<file path="config.mk">
export PLATFORM = sky130hd
export DESIGN_NAME = imm_gen_stage
export DESIGN_NICKNAME = d
export VERILOG_FILES = /design/src/rtl/imm_gen_stage.sv
export SDC_FILE = /design/constraint.sdc
export NUM_CORES = 1
export LEC_CHECK = 0
export ABC_CLOCK_PERIOD_IN_PS = 2260
export CELL_PAD_IN_SITES_DETAIL_PLACEMENT = 0
export CELL_PAD_IN_SITES_GLOBAL_PLACEMENT = 1
export CORE_MARGIN = 8
export CORE_UTILIZATION = 38
export CTS_CLUSTER_DIAMETER = 50
export DETAILED_ROUTE_END_ITERATION = 10
export GPL_ROUTABILITY_DRIVEN = 0
export PLACE_DENSITY = 0.87
export SETUP_SLACK_MARGIN = 0.3
export SLEW_MARGIN = 20
export SYNTH_ARGS = -nofsm -noshare
export SYNTH_HDL_FRONTEND = slang
export SYNTH_SLANG_ARGS = --single-unit
</file>
<file path="constraint.sdc">
create_clock -name clk -period 2.26 [get_ports clk]
set_clock_uncertainty 0.15 [all_clocks]
set_input_delay 0.452 -clock clk [delete_from_list [all_inputs] [get_ports clk]]
set_output_delay 0.452 -clock clk [all_outputs]
set_load 0.02 [all_outputs]
</file>
<file path="src/rtl/imm_gen_stage.sv">
// RV32 immediate-decode stage behind a 2-entry skid buffer; decode happens at acceptance.
// Optional CSR zimm decoding is enabled by defining IMM_GEN_CSR_ZIMM_EN.
module imm_gen_stage #(
    parameter int XLEN  = 32,
    parameter int TAG_W = 5
) (
    input  logic             clk,
    input  logic             rst,
    input  logic             flush,
    input  logic             in_valid,
    output logic             in_ready,
    input  logic [31:0]      in_inst,
    input  logic [TAG_W-1:0] in_tag,
    output logic             out_valid,
    input  logic             out_ready,
    output logic [XLEN-1:0]  out_imm,
    output logic [2:0]       out_fmt,
    output logic             out_illegal,
    output logic [TAG_W-1:0] out_tag,
    output logic [7:0]       illegal_cnt,
    output logic [1:0]       dbg_state_o
);

    typedef enum logic [1:0] {
        EMPTY = 2'd0,
        ONE   = 2'd1,
        FULL  = 2'd2
    } state_e;

    typedef struct packed {
        logic [XLEN-1:0]  imm;
        logic [2:0]       fmt;
        logic             illegal;
        logic [TAG_W-1:0] tag;
    } entry_t;

    localparam logic [2:0] FMT_R = 3'd0;
    localparam logic [2:0] FMT_I = 3'd1;
    localparam logic [2:0] FMT_S = 3'd2;
    localparam logic [2:0] FMT_B = 3'd3;
    localparam logic [2:0] FMT_U = 3'd4;
    localparam logic [2:0] FMT_J = 3'd5;
`ifdef IMM_GEN_CSR_ZIMM_EN
    localparam logic [2:0] FMT_Z = 3'd6;
`endif

    state_e            state_q, state_d;
    entry_t            head_q, head_d;
    entry_t            skid_q, skid_d;
    logic              in_ready_q, in_ready_d;
    logic [7:0]        cnt_q, cnt_d;

    logic signed [31:0] imm32;
    logic [2:0]         dec_fmt;
    logic               dec_illegal;
    entry_t             dec;
    logic               accept;
    logic               drain;

    // All formats fit in 32 signed bits; the cast widens to XLEN with sign extension.
    always_comb begin
        imm32       = '0;
        dec_fmt     = FMT_R;
        dec_illegal = 1'b0;
        if (in_inst[1:0] != 2'b11) begin
            dec_illegal = 1'b1;
        end else begin
            case (in_inst[6:2])
                5'b11000: begin
                    dec_fmt = FMT_B;
                    imm32   = {{20{in_inst[31]}}, in_inst[7], in_inst[30:25], in_inst[11:8], 1'b0};
                end
                5'b00000, 5'b00100, 5'b11001: begin
                    dec_fmt = FMT_I;
                    imm32   = {{20{in_inst[31]}}, in_inst[31:20]};
                end
                5'b11100: begin
                    dec_fmt = FMT_I;
                    imm32   = {{20{in_inst[31]}}, in_inst[31:20]};
`ifdef IMM_GEN_CSR_ZIMM_EN
                    if (in_inst[14] && (in_inst[13:12] != 2'b00)) begin
                        dec_fmt = FMT_Z;
                        imm32   = {27'd0, in_inst[19:15]};
                    end
`endif
                end
                5'b01000: begin
                    dec_fmt = FMT_S;
                    imm32   = {{20{in_inst[31]}}, in_inst[31:25], in_inst[11:7]};
                end
                5'b01101, 5'b00101: begin
                    dec_fmt = FMT_U;
                    imm32   = {in_inst[31:12], 12'd0};
                end
                5'b11011: begin
                    dec_fmt = FMT_J;
                    imm32   = {{12{in_inst[31]}}, in_inst[19:12], in_inst[20], in_inst[30:21], 1'b0};
                end
                5'b01100: begin
                    dec_fmt = FMT_R;
                end
                default: begin
                    dec_illegal = 1'b1;
                end
            endcase
        end
    end

    always_comb begin
        dec.imm     = XLEN'(imm32);
        dec.fmt     = dec_fmt;
        dec.illegal = dec_illegal;
        dec.tag     = in_tag;
    end

    // A flushed cycle never accepts, so the dropped word is neither stored nor counted.
    assign accept = in_valid && in_ready_q && !flush;
    assign drain  = out_valid && out_ready;

    always_comb begin
        state_d = state_q;
        head_d  = head_q;
        skid_d  = skid_q;
        cnt_d   = cnt_q;
        if (accept && dec.illegal && (cnt_q != 8'hFF)) begin
            cnt_d = cnt_q + 8'd1;
        end
        if (flush) begin
            state_d = EMPTY;
        end else begin
            case (state_q)
                EMPTY: begin
                    if (accept) begin
                        head_d  = dec;
                        state_d = ONE;
                    end
                end
                ONE: begin
                    if (accept && drain) begin
                        head_d = dec;
                    end else if (accept) begin
                        skid_d  = dec;
                        state_d = FULL;
                    end else if (drain) begin
                        state_d = EMPTY;
                    end
                end
                FULL: begin
                    if (drain) begin
                        head_d  = skid_q;
                        state_d = ONE;
                    end
                end
                default: begin
                    state_d = EMPTY;
                end
            endcase
        end
        in_ready_d = (state_d != FULL);
    end

    always_ff @(posedge clk) begin
        if (rst) begin
            state_q    <= EMPTY;
            head_q     <= '0;
            skid_q     <= '0;
            in_ready_q <= 1'b1;
            cnt_q      <= '0;
        end else begin
            state_q    <= state_d;
            head_q     <= head_d;
            skid_q     <= skid_d;
            in_ready_q <= in_ready_d;
            cnt_q      <= cnt_d;
        end
    end

    assign in_ready    = in_ready_q;
    assign out_valid   = (state_q != EMPTY);
    assign out_imm     = head_q.imm;
    assign out_fmt     = head_q.fmt;
    assign out_illegal = head_q.illegal;
    assign out_tag     = head_q.tag;
    assign illegal_cnt = cnt_q;
    assign dbg_state_o = state_q;

endmodule

</file>
==> impl_metrics.py, run 1 <==
metrics = {
    "sta": {
        "period_needed_ps": 1960,
        "min_period_over_period": 0.865,
        "rsz0062_at_grt": "yes",
        "tightest_slew_ps": 712,
        "finalSetupViolations": 0,
        "finalHoldViolations": 0,
        "slew_headroom": 0.524,
        "worst_slack_ps": 305,
        "fmax_mhz": 511,
        "report.final.slew_viol_count": 0,
    },
    "floorplanning": {
        "io_pins": 95,
        "initial_core_util": 0.385,
        "die_h_um": 123,
        "rows": 39,
        "die_w_um": 123,
        "core_um2": 11300,
        "dieArea_um2": 15100,
    },
    "logic_synthesis": {
        "syn_area_per_cell_um2": 9.06,
        "yosys.area_share.simple": 0.184,
        "async_flop_share": 0,
        "synth_edf_count": 0,
        "syn_area_um2": 4340,
        "synth_adder_area_share": 0.00288,
        "seq_area_frac_synth": 0.429,
        "synth_fp_nets": 522,
        "synth_top_family_by_area": "compound AO/OA/AOI/OAI gates",
        "yosysWarningCount": 0,
        "synth_top_cell_area_share": 0.429,
        "synth_compound_area_frac": 0.261,
        "synthFlopType": "dfxtp_1",
        "synthCells": 479,
        "yosys.area_share.xor_xnor": 0.00404,
        "synth_seq_cells": 93,
        "yosys.area.top_type": "dfxtp_1",
        "synthMuxAreaShare": 0.0738,
        "synth_cell_types": 60,
        "ys_top_cells_by_area": "dfxtp_1, mux2i_1, o2bb2ai_1",
    },
    "setup_path": {
        "cp-start-kind": "input pin",
        "cp-end-kind": "register",
        "required_ps": 2330,
        "r2r-start": "dbg_state_o[1]",
        "crit_family": "compound AO/OA/AOI/OAI gates",
        "path_cells": "dlygate4sd2_1, and4b_1, a221o_4, a2111oi_4, mux2_1",
        "timing.critical_path.buf_inv": 1,
        "slowest_delay_ps": 430,
        "crit_type": "input pin to register",
        "critPathMaxFanout": 8,
        "critPathArrivalTime_ps": 2020,
        "crit_slowest_cell": "a221o_4",
        "crit_start": "in_inst[4]",
    },
    "detailed_routing": {
        "postRouteAntennaNets": 0,
        "met2_length_um": 6790,
        "first_pass_iters": 5,
        "dr_wl_met3_um": 982,
        "met1_length_um": 6000,
        "drc": 0,
        "finalWirelength_um": 14000,
        "via_per_inst": 5.73,
        "dr.first_iter.drc_count": 314,
        "wire_per_inst_um": 18.6,
        "vias": 4311,
        "highest_layer": "met4",
    },
    "power_and_ir_drop": {
        "leakagePower_nw": 2.49,
        "powerDensity_nw_per_um2": 589,
        "ir_drop_mv": 0.394,
    },
    "global_route": {
        "grt_use_total": 0.180,
        "grt_max_degree": 79,
        "grt_pass1_wl_um": 21800,
        "grt_pass1_vias": 4246,
        "grt.overflow.total": 0,
        "antenna_found_initial": 0,
    },
    "layout": {
        "area_delta_synth_final_pct": 47.7,
        "n_antenna_cell": 0,
        "drive_gt1_frac": 0.192,
        "final_common_cell": "dfxtp_1",
        "n_fill_cell": 967,
        "post-route-util": 0.569,
        "num-nets-final": 649,
        "final_cell_mix": "dfxtp_1, clkdlybuf4s50_1, nor2_1",
    },
    "placement": {
        "hpwl_um": 9230,
        "pre_cts_ws_ps": -377,
        "io_buffer_count": 94,
    },
    "clock_tree": {
        "cts_root_buffer": "clkbuf_16",
        "clock-sinks": 93,
        "cts_buffer_depth": 2,
        "ctsHoldBuffers": 0,
        "clk_latency_ps": 340,
        "h-tree-depth": 3,
        "cts_tree": "yes",
        "clkTransAtPathRegs_ps": 70,
        "cts-buffers-inserted": 9,
    },
    "worst_hold_path": {
        "min-delay-start": "skid_q[40]",
        "min_path_type": "register to register",
    },
    "flow_run": {
        "cap_violations": 0,
    },
    "run_status": {
        "outcome": "finished, final reports clean",
    },
}
[per-layer routing]
metal,vias to the layer above,GRT usage
li1,2046,-
met1,2090,0.223
met2,155,0.290
met3,20,0.0483
met4,0,0.0762
met5,-,0
[cells by family (layout without fill, tap and decap cells)]
group,Yosys count,count (layout)
flops,93,93
fa+ha+maj,1,1
buf+inv,47,178
xor+xnor,2,2
compound gates,155,155
simple gates,150,150
mux,31,31
[area by class of cell]
| type | instances | area (um2) | area share |
|---|---|---|---|
| well taps | 143 | 179 | 0.0279 |
| clock buffers | 12 | 246 | 0.0384 |
| flip-flops and latches | 93 | 1860 | 0.291 |
| multi-input cells | 339 | 2430 | 0.379 |
| inverters | 4 | 15.0 | 0.00234 |
| repair buffers | 159 | 1630 | 0.255 |
| clock inverters | 3 | 46.3 | 0.00722 |
[state kept, by name, indices dropped and copies added (netlist names)]
signal / count
illegal_cnt: 8
in_ready: 1
skid_q: 41
dbg_state_o: 2
out_tag: 5
out_illegal: 1
out_fmt: 3
out_imm: 32
[cells in the mapped netlist (all sizes together), types with 4 or more instances]
| cell | number |
|---|---|
| a211oi | 27 |
| a21oi | 29 |
| a22oi | 17 |
| a32oi | 13 |
| and2 | 18 |
| and3 | 4 |
| buf | 14 |
| clkbuf | 29 |
| dfxtp | 93 |
| inv | 4 |
| mux2 | 8 |
| mux2i | 23 |
| nand2 | 25 |
| nand2b | 5 |
| nand3 | 6 |
| nand3b | 6 |
| nor2 | 51 |
| nor2b | 11 |
| nor3 | 4 |
| o21ai | 10 |
| o22ai | 16 |
| o2bb2ai | 25 |
[final timing paths]
check | slack (ps) | depth (start not counted) | endpoint
setup / recovery | 300 | 5 | illegal_cnt[6]
hold / removal | 300 | 2 | skid_q[40]
setup reg to reg | 340 | 7 | out_imm[4]
hold reg to reg | 300 | 2 | skid_q[40]
[where the power goes]
group | total (mW) | leakage [nW] | switching, mW | internal (mW)
clock | 1.51 | 0.139 | 0.626 | 0.885
combinational | 0.567 | 1.59 | 0.293 | 0.274
sequential | 1.69 | 0.754 | 0.0232 | 1.67
[stage by stage]
stage / hold WS (ps) / total power, mW / area, um2 / setup TNS [ps] / std cells
6_report: 301 / 3.77 / 6410 / 0 / 753
2_1_floorplan: 274 / 1.98 / 4370 / 0 / 479
5_1_grt: 317 / 3.91 / 6410 / 0 / 753
4_1_cts: 303 / 3.77 / 6230 / 0 / 747
3_5_place_dp: 289 / 2.25 / 5790 / -17290 / 725
3_3_place_gp: 286 / 2.24 / 5790 / -13830 / 725
[timing repair]
| item | in CTS | in global routing |
|---|---|---|
| setup buffers | 5 | 3 |
| pin swaps | 7 | 13 |
| resized for setup | 42 | 25 |
| gates cloned | 2 | 3 |
| endpoints found under the setup margin | 86 | 81 |
[tightest hold or removal path, delay by kind of cell, from the launching register on]
family,cells,cell delay [ps]
AOI/OAI and AO/OA,1,50
DFF,1,310
and+or+nand+nor,1,50
Note: power is estimated with default switching activity, not from simulation.
==> run 2: changes to the inputs <==
--- a/config.mk
+++ b/config.mk
@@ -8,7 +8,7 @@
 export ABC_CLOCK_PERIOD_IN_PS = 2260
 export CELL_PAD_IN_SITES_DETAIL_PLACEMENT = 0
 export CELL_PAD_IN_SITES_GLOBAL_PLACEMENT = 1
-export CORE_MARGIN = 8
+export CORE_MARGIN = 4
 export CORE_UTILIZATION = 38
 export CTS_CLUSTER_DIAMETER = 50
 export DETAILED_ROUTE_END_ITERATION = 10
==> run 2 against run 1 <==
Net effect: via count up 1.5%; combinational power up 3.7%; critical path depth down 4; sequential share of layout area down 0.31 points; register-to-register slack better by 40 ps; maximum frequency about the same; worst hold slack better by 6.2 ps; first-iteration DRC count up 0.64%; die area down 13%; routed wire length up 0.47%; clock power up 11%.
==> impl_metrics.py, run 2 (synthesis results as in run 1) <==
metrics = {
    "global_route": {
        "grt_pass1_vias": 4187,
        "grt.overflow.total": 0,
        "antenna_found_initial": 0,
        "grt_max_degree": 37,
        "grt_use_total": 0.201,
        "grt_pass1_wl_um": 21400,
    },
    "flow_run": {
        "cap_violations": 0,
    },
    "setup_path": {
        "critPathMaxFanout": 2,
        "path_cells": "clkdlybuf4s50_1",
        "timing.critical_path.buf_inv": 1,
        "cp-start-kind": "register",
        "slowest_delay_ps": 630,
        "crit_type": "register to output port",
        "cp-end-kind": "output port",
        "crit_slowest_cell": "clkdlybuf4s50_1",
        "required_ps": 1660,
        "crit_family": "buffers and inverters",
        "critPathArrivalTime_ps": 1350,
    },
    "floorplanning": {
        "die_w_um": 115,
        "die_h_um": 115,
        "dieArea_um2": 13200,
        "core_um2": 11000,
        "rows": 38,
        "initial_core_util": 0.393,
        "io_pins": 95,
    },
    "layout": {
        "largest_register": "skid_q",
        "largest_reg_flops": 41,
        "area_delta_synth_final_pct": 49.6,
        "num-nets-final": 657,
        "final_cell_mix": "dfxtp_1, clkdlybuf4s50_1, buf_4",
        "n_antenna_cell": 0,
        "fin_area_um2": 6490,
        "drive_gt1_frac": 0.220,
        "final_common_cell": "dfxtp_1",
    },
    "sta": {
        "finalHoldViolations": 0,
        "min_period_over_period": 0.865,
        "tightest_slew_ps": 560,
        "slew_headroom": 0.627,
        "period_needed_ps": 1950,
        "report.final.slew_viol_count": 0,
        "finalSetupViolations": 0,
        "fin_tns_setup_ps": 0,
        "rsz0062_at_grt": "yes",
        "hold_ws_ps": 308,
        "fmax_mhz": 512,
    },
    "clock_tree": {
        "clkTransAtPathRegs_ps": 70,
        "clk_latency_ps": 340,
        "cts_tree": "yes",
        "h-tree-depth": 3,
        "clock-sinks": 93,
        "cts_buffer_depth": 2,
        "cts_root_buffer": "clkbuf_16",
        "cts-buffers-inserted": 9,
    },
    "power_and_ir_drop": {
        "leakagePower_nw": 2.47,
        "powerDensity_nw_per_um2": 611,
        "fin_total_pwr_mw": 3.96,
        "ir_drop_mv": 0.424,
    },
    "detailed_routing": {
        "drc": 0,
        "dr.first_iter.drc_count": 316,
        "first_pass_iters": 5,
        "via_per_inst": 5.77,
        "vias": 4377,
        "postRouteAntennaNets": 0,
        "finalWirelength_um": 14100,
        "wire_per_inst_um": 18.6,
    },
    "placement": {
        "place_area_um2": 5810,
        "io_buffer_count": 94,
        "hpwl_um": 9050,
    },
    "worst_hold_path": {
        "min_path_type": "register to register",
    },
    "run_status": {
        "outcome": "finished, final reports clean",
    },
}
## run 2: cell count changes in the layout (fill, tap and decap cells not counted), moves of 3 or more
cell,before,now
buf_6,7,2
a22oi_2,0,3
buf_4,46,59
dlymetal6s2s_1,12,9
clkdlybuf4s50_1,63,67
a22oi_1,17,14
## run 2: final timing paths
path | startpoint | endpoint | slack, ps | cells past startpoint
setup / recovery | out_imm[16] | out_imm[16] | 310 | 1
hold reg to reg | skid_q[4] | skid_q[4] | 310 | 2
setup reg to reg | illegal_cnt[1] | illegal_cnt[4] | 380 | 6
hold / removal | skid_q[4] | skid_q[4] | 310 | 2
## run 2: area by class of cell
| cell class | count | area [um2] |
|---|---|---|
| tap | 140 | 175 |
| inverter | 4 | 15.0 |
| clock buffer | 11 | 253 |
| sequential | 93 | 1870 |
| multi-input combinational | 340 | 2450 |
| fill | 961 | 4540 |
| timing repair buffer | 166 | 1650 |
| clock inverter | 5 | 81.3 |
## run 2: metal layers
layer  share of wire  global-route usage  vias up
li1                -                   -     2074
met1            0.44               0.267     2116
met2            0.48               0.324      162
met3           0.061              0.0384       25
met4           0.018              0.0767        0
met5               0                   0        -
## run 2: what timing repair did
| item | CTS | global route |
|---|---|---|
| resized for setup | 41 | 25 |
| buffers inserted | 4 | 8 |
| hold buffers | 0 | 0 |
| endpoints found under the setup margin | 86 | 90 |
| pin swaps | 3 | 8 |
| cloned | 1 | 4 |
## run 2: stage by stage
stage,setup slack (ps),cells,util
2_1_floorplan,286,479,-
3_3_place_gp,-363,726,0.526
3_5_place_dp,-410,726,0.526
4_1_cts,278,747,0.566
5_1_grt,283,759,0.589
6_report,306,759,0.589
## run 2: power breakdown
group | switching (mW) | internal [mW]
Combinational | 0.301 | 0.287
Clock | 0.650 | 1.03
Sequential | 0.0245 | 1.67
==> run 3: changes to the inputs <==
--- a/config.mk
+++ b/config.mk
@@ -5,7 +5,7 @@
 export SDC_FILE = /design/constraint.sdc
 export NUM_CORES = 1
 export LEC_CHECK = 0
-export ABC_CLOCK_PERIOD_IN_PS = 2260
+export ABC_CLOCK_PERIOD_IN_PS = 2000
 export CELL_PAD_IN_SITES_DETAIL_PLACEMENT = 0
 export CELL_PAD_IN_SITES_GLOBAL_PLACEMENT = 1
 export CORE_MARGIN = 4
==> constraint.sdc (replaced) <==
create_clock -name clk -period 2 [get_ports clk]
set_clock_uncertainty 0.15 [all_clocks]
set_input_delay 0.4 -clock clk [delete_from_list [all_inputs] [get_ports clk]]
set_output_delay 0.4 -clock clk [all_outputs]
set_load 0.02 [all_outputs]
==> run 3 against run 2 <==
Net effect: sequential power grew 13%; worst hold slack lost 50 ps; global-route usage grew 0.84 points; sequential cell count is the same; sequential share of layout area shrank 2.9 points; count of clock-buffer cells in the layout shrank 1; critical endpoint is now out_imm[2].
==> impl_metrics.py, run 3 (synthesis results as in run 1) <==
metrics = {
    "setup_path": {
        "critPathMaxFanout": 6,
        "required_ps": 2060,
        "cp-start-kind": "register",
        "cp-end-kind": "register",
        "critPathArrivalTime_ps": 1990,
        "crit_type": "register to register",
        "rr_worst_depth": 7,
    },
    "sta": {
        "rsz0062_at_grt": "yes",
        "fin_tns_setup_ps": 0,
        "finalHoldViolations": 0,
        "min_period_over_period": 0.965,
        "finalSetupViolations": 0,
        "report.final.slew_viol_count": 0,
        "slew_headroom": 0.566,
        "fmax_mhz": 518,
        "tightest_slew_ps": 651,
        "period_needed_ps": 1930,
    },
    "power_and_ir_drop": {
        "leakagePower_nw": 2.79,
        "powerDensity_nw_per_um2": 617,
        "ir_drop_mv": 0.520,
        "fin_total_pwr_mw": 4.48,
    },
    "global_route": {
        "met1_usage": 0.270,
        "grt_use_total": 0.210,
        "grt_pass1_wl_um": 22300,
        "grt_max_degree": 46,
        "antenna_found_initial": 0,
        "grt_pass1_vias": 4390,
        "grt.busiest_layer": "met2",
        "grt_util_met2": 0.351,
        "grt_use_met3": 0.0405,
        "grt.overflow.total": 0,
    },
    "floorplanning": {
        "die_h_um": 115,
        "rows": 38,
        "initial_core_util": 0.393,
        "core_um2": 11000,
        "io_pins": 95,
        "die_w_um": 115,
        "dieArea_um2": 13200,
    },
    "layout": {
        "largest_reg_flops": 41,
        "drive_gt1_frac": 0.394,
        "area_delta_synth_final_pct": 67.3,
        "n_antenna_cell": 0,
        "largest_register": "skid_q",
        "num-nets-final": 682,
        "fin_area_um2": 7260,
        "final_cell_mix": "dfxtp_1, buf_4, dlygate4sd2_1",
        "final_common_cell": "dfxtp_1",
    },
    "placement": {
        "hpwl_um": 8750,
        "place_area_um2": 5930,
        "io_buffer_count": 94,
    },
    "clock_tree": {
        "cts-buffers-inserted": 9,
        "ctsHoldBuffers": 0,
        "clock-sinks": 93,
        "cts_root_buffer": "clkbuf_16",
        "cts_tree": "yes",
        "cts_buffer_depth": 2,
        "clkTransAtPathRegs_ps": 70,
        "clk_latency_ps": 340,
        "h-tree-depth": 3,
    },
    "detailed_routing": {
        "postRouteAntennaNets": 0,
        "wire_per_inst_um": 19.4,
        "via_per_inst": 5.78,
        "first_pass_iters": 7,
        "dr.first_iter.drc_count": 269,
        "drc": 0,
        "vias": 4529,
        "finalWirelength_um": 15200,
    },
    "worst_hold_path": {
        "min_path_type": "input pin to register",
        "whs_path_depth": 3,
    },
    "run_status": {
        "outcome": "finished, final reports clean",
    },
    "flow_run": {
        "cap_violations": 0,
    },
}
==> run 3: cell count changes in the layout (fill, tap and decap cells not counted), sizes merged <==
cell / previous run / this run
inv: 5 / 6
clkdlybuf4s15: 4 / 2
nor2: 51 / 52
dlymetal6s2s: 9 / 0
buf: 70 / 101
bufinv: 2 / 1
clkinv: 1 / 2
clkdlybuf4s50: 67 / 31
clkbuf: 15 / 16
dlygate4sd2: 12 / 51
a221o: 2 / 1
==> run 3: worst paths after layout <==
| check | start | endpoint | slack (ps) |
|---|---|---|---|
| worst min-delay path | flush | dbg_state_o[0] | 260 |
| worst max register to register | dbg_state_o[1] | out_imm[2] | 70 |
| worst min register to register | skid_q[4] | skid_q[4] | 310 |
| worst max-delay path | dbg_state_o[1] | out_imm[2] | 70 |
==> run 3: area by class of cell <==
type / instances / area (um2)
Tap cell: 140 / 175
Sequential cell: 93 / 1880
Clock inverter: 6 / 68.8
Clock buffer: 10 / 239
Multi-Input combinational cell: 340 / 2950
Timing Repair Buffer: 191 / 1930
Inverter: 4 / 15.0
Fill cell: 847 / 3770
==> run 3: critical path, cell delays in order, from the launching register on <==
cell and delay (ps):
dfxtp_4 350, nand3b_1 250, o31ai_4 350, buf_6 170, buf_6 110, buf_16 120
mux2i_1 210, o22ai_1 90
==> run 3: through the flow <==
step                      hold slack (ps)  instances   util  worst slack, ps
after floorplan                       274        479      -             83.3
after global placement                286        734  0.538             -522
after detailed placement              289        734  0.538             -566
after CTS                             306        766  0.599              183
after global routing                  271        784  0.658             21.0
final                                 257        784  0.658             70.1
==> run 3: repair_timing <==
| item | CTS | global route |
|---|---|---|
| setup endpoints to repair | 143 | 84 |
| cloned | 6 | 6 |
| setup buffers | 10 | 12 |
| gates resized for setup | 140 | 102 |
| pin swaps | 12 | 44 |
==> run 3: routing by layer <==
metal | routed length [um] | share of wire | up-vias
li1 | - | - | 2120
met1 | 6410 | 0.42 | 2215
met2 | 7520 | 0.50 | 165
met3 | 871 | 0.057 | 29
met4 | 382 | 0.025 | 0
met5 | 0 | 0 | -
==> run 3: where the power goes <==
part	leakage, nW	switching (mW)	internal [mW]
Combinational	1.88	0.410	0.382
Sequential	0.757	0.0226	1.88
Clock	0.149	0.767	1.01
Total	2.79	1.20	3.28
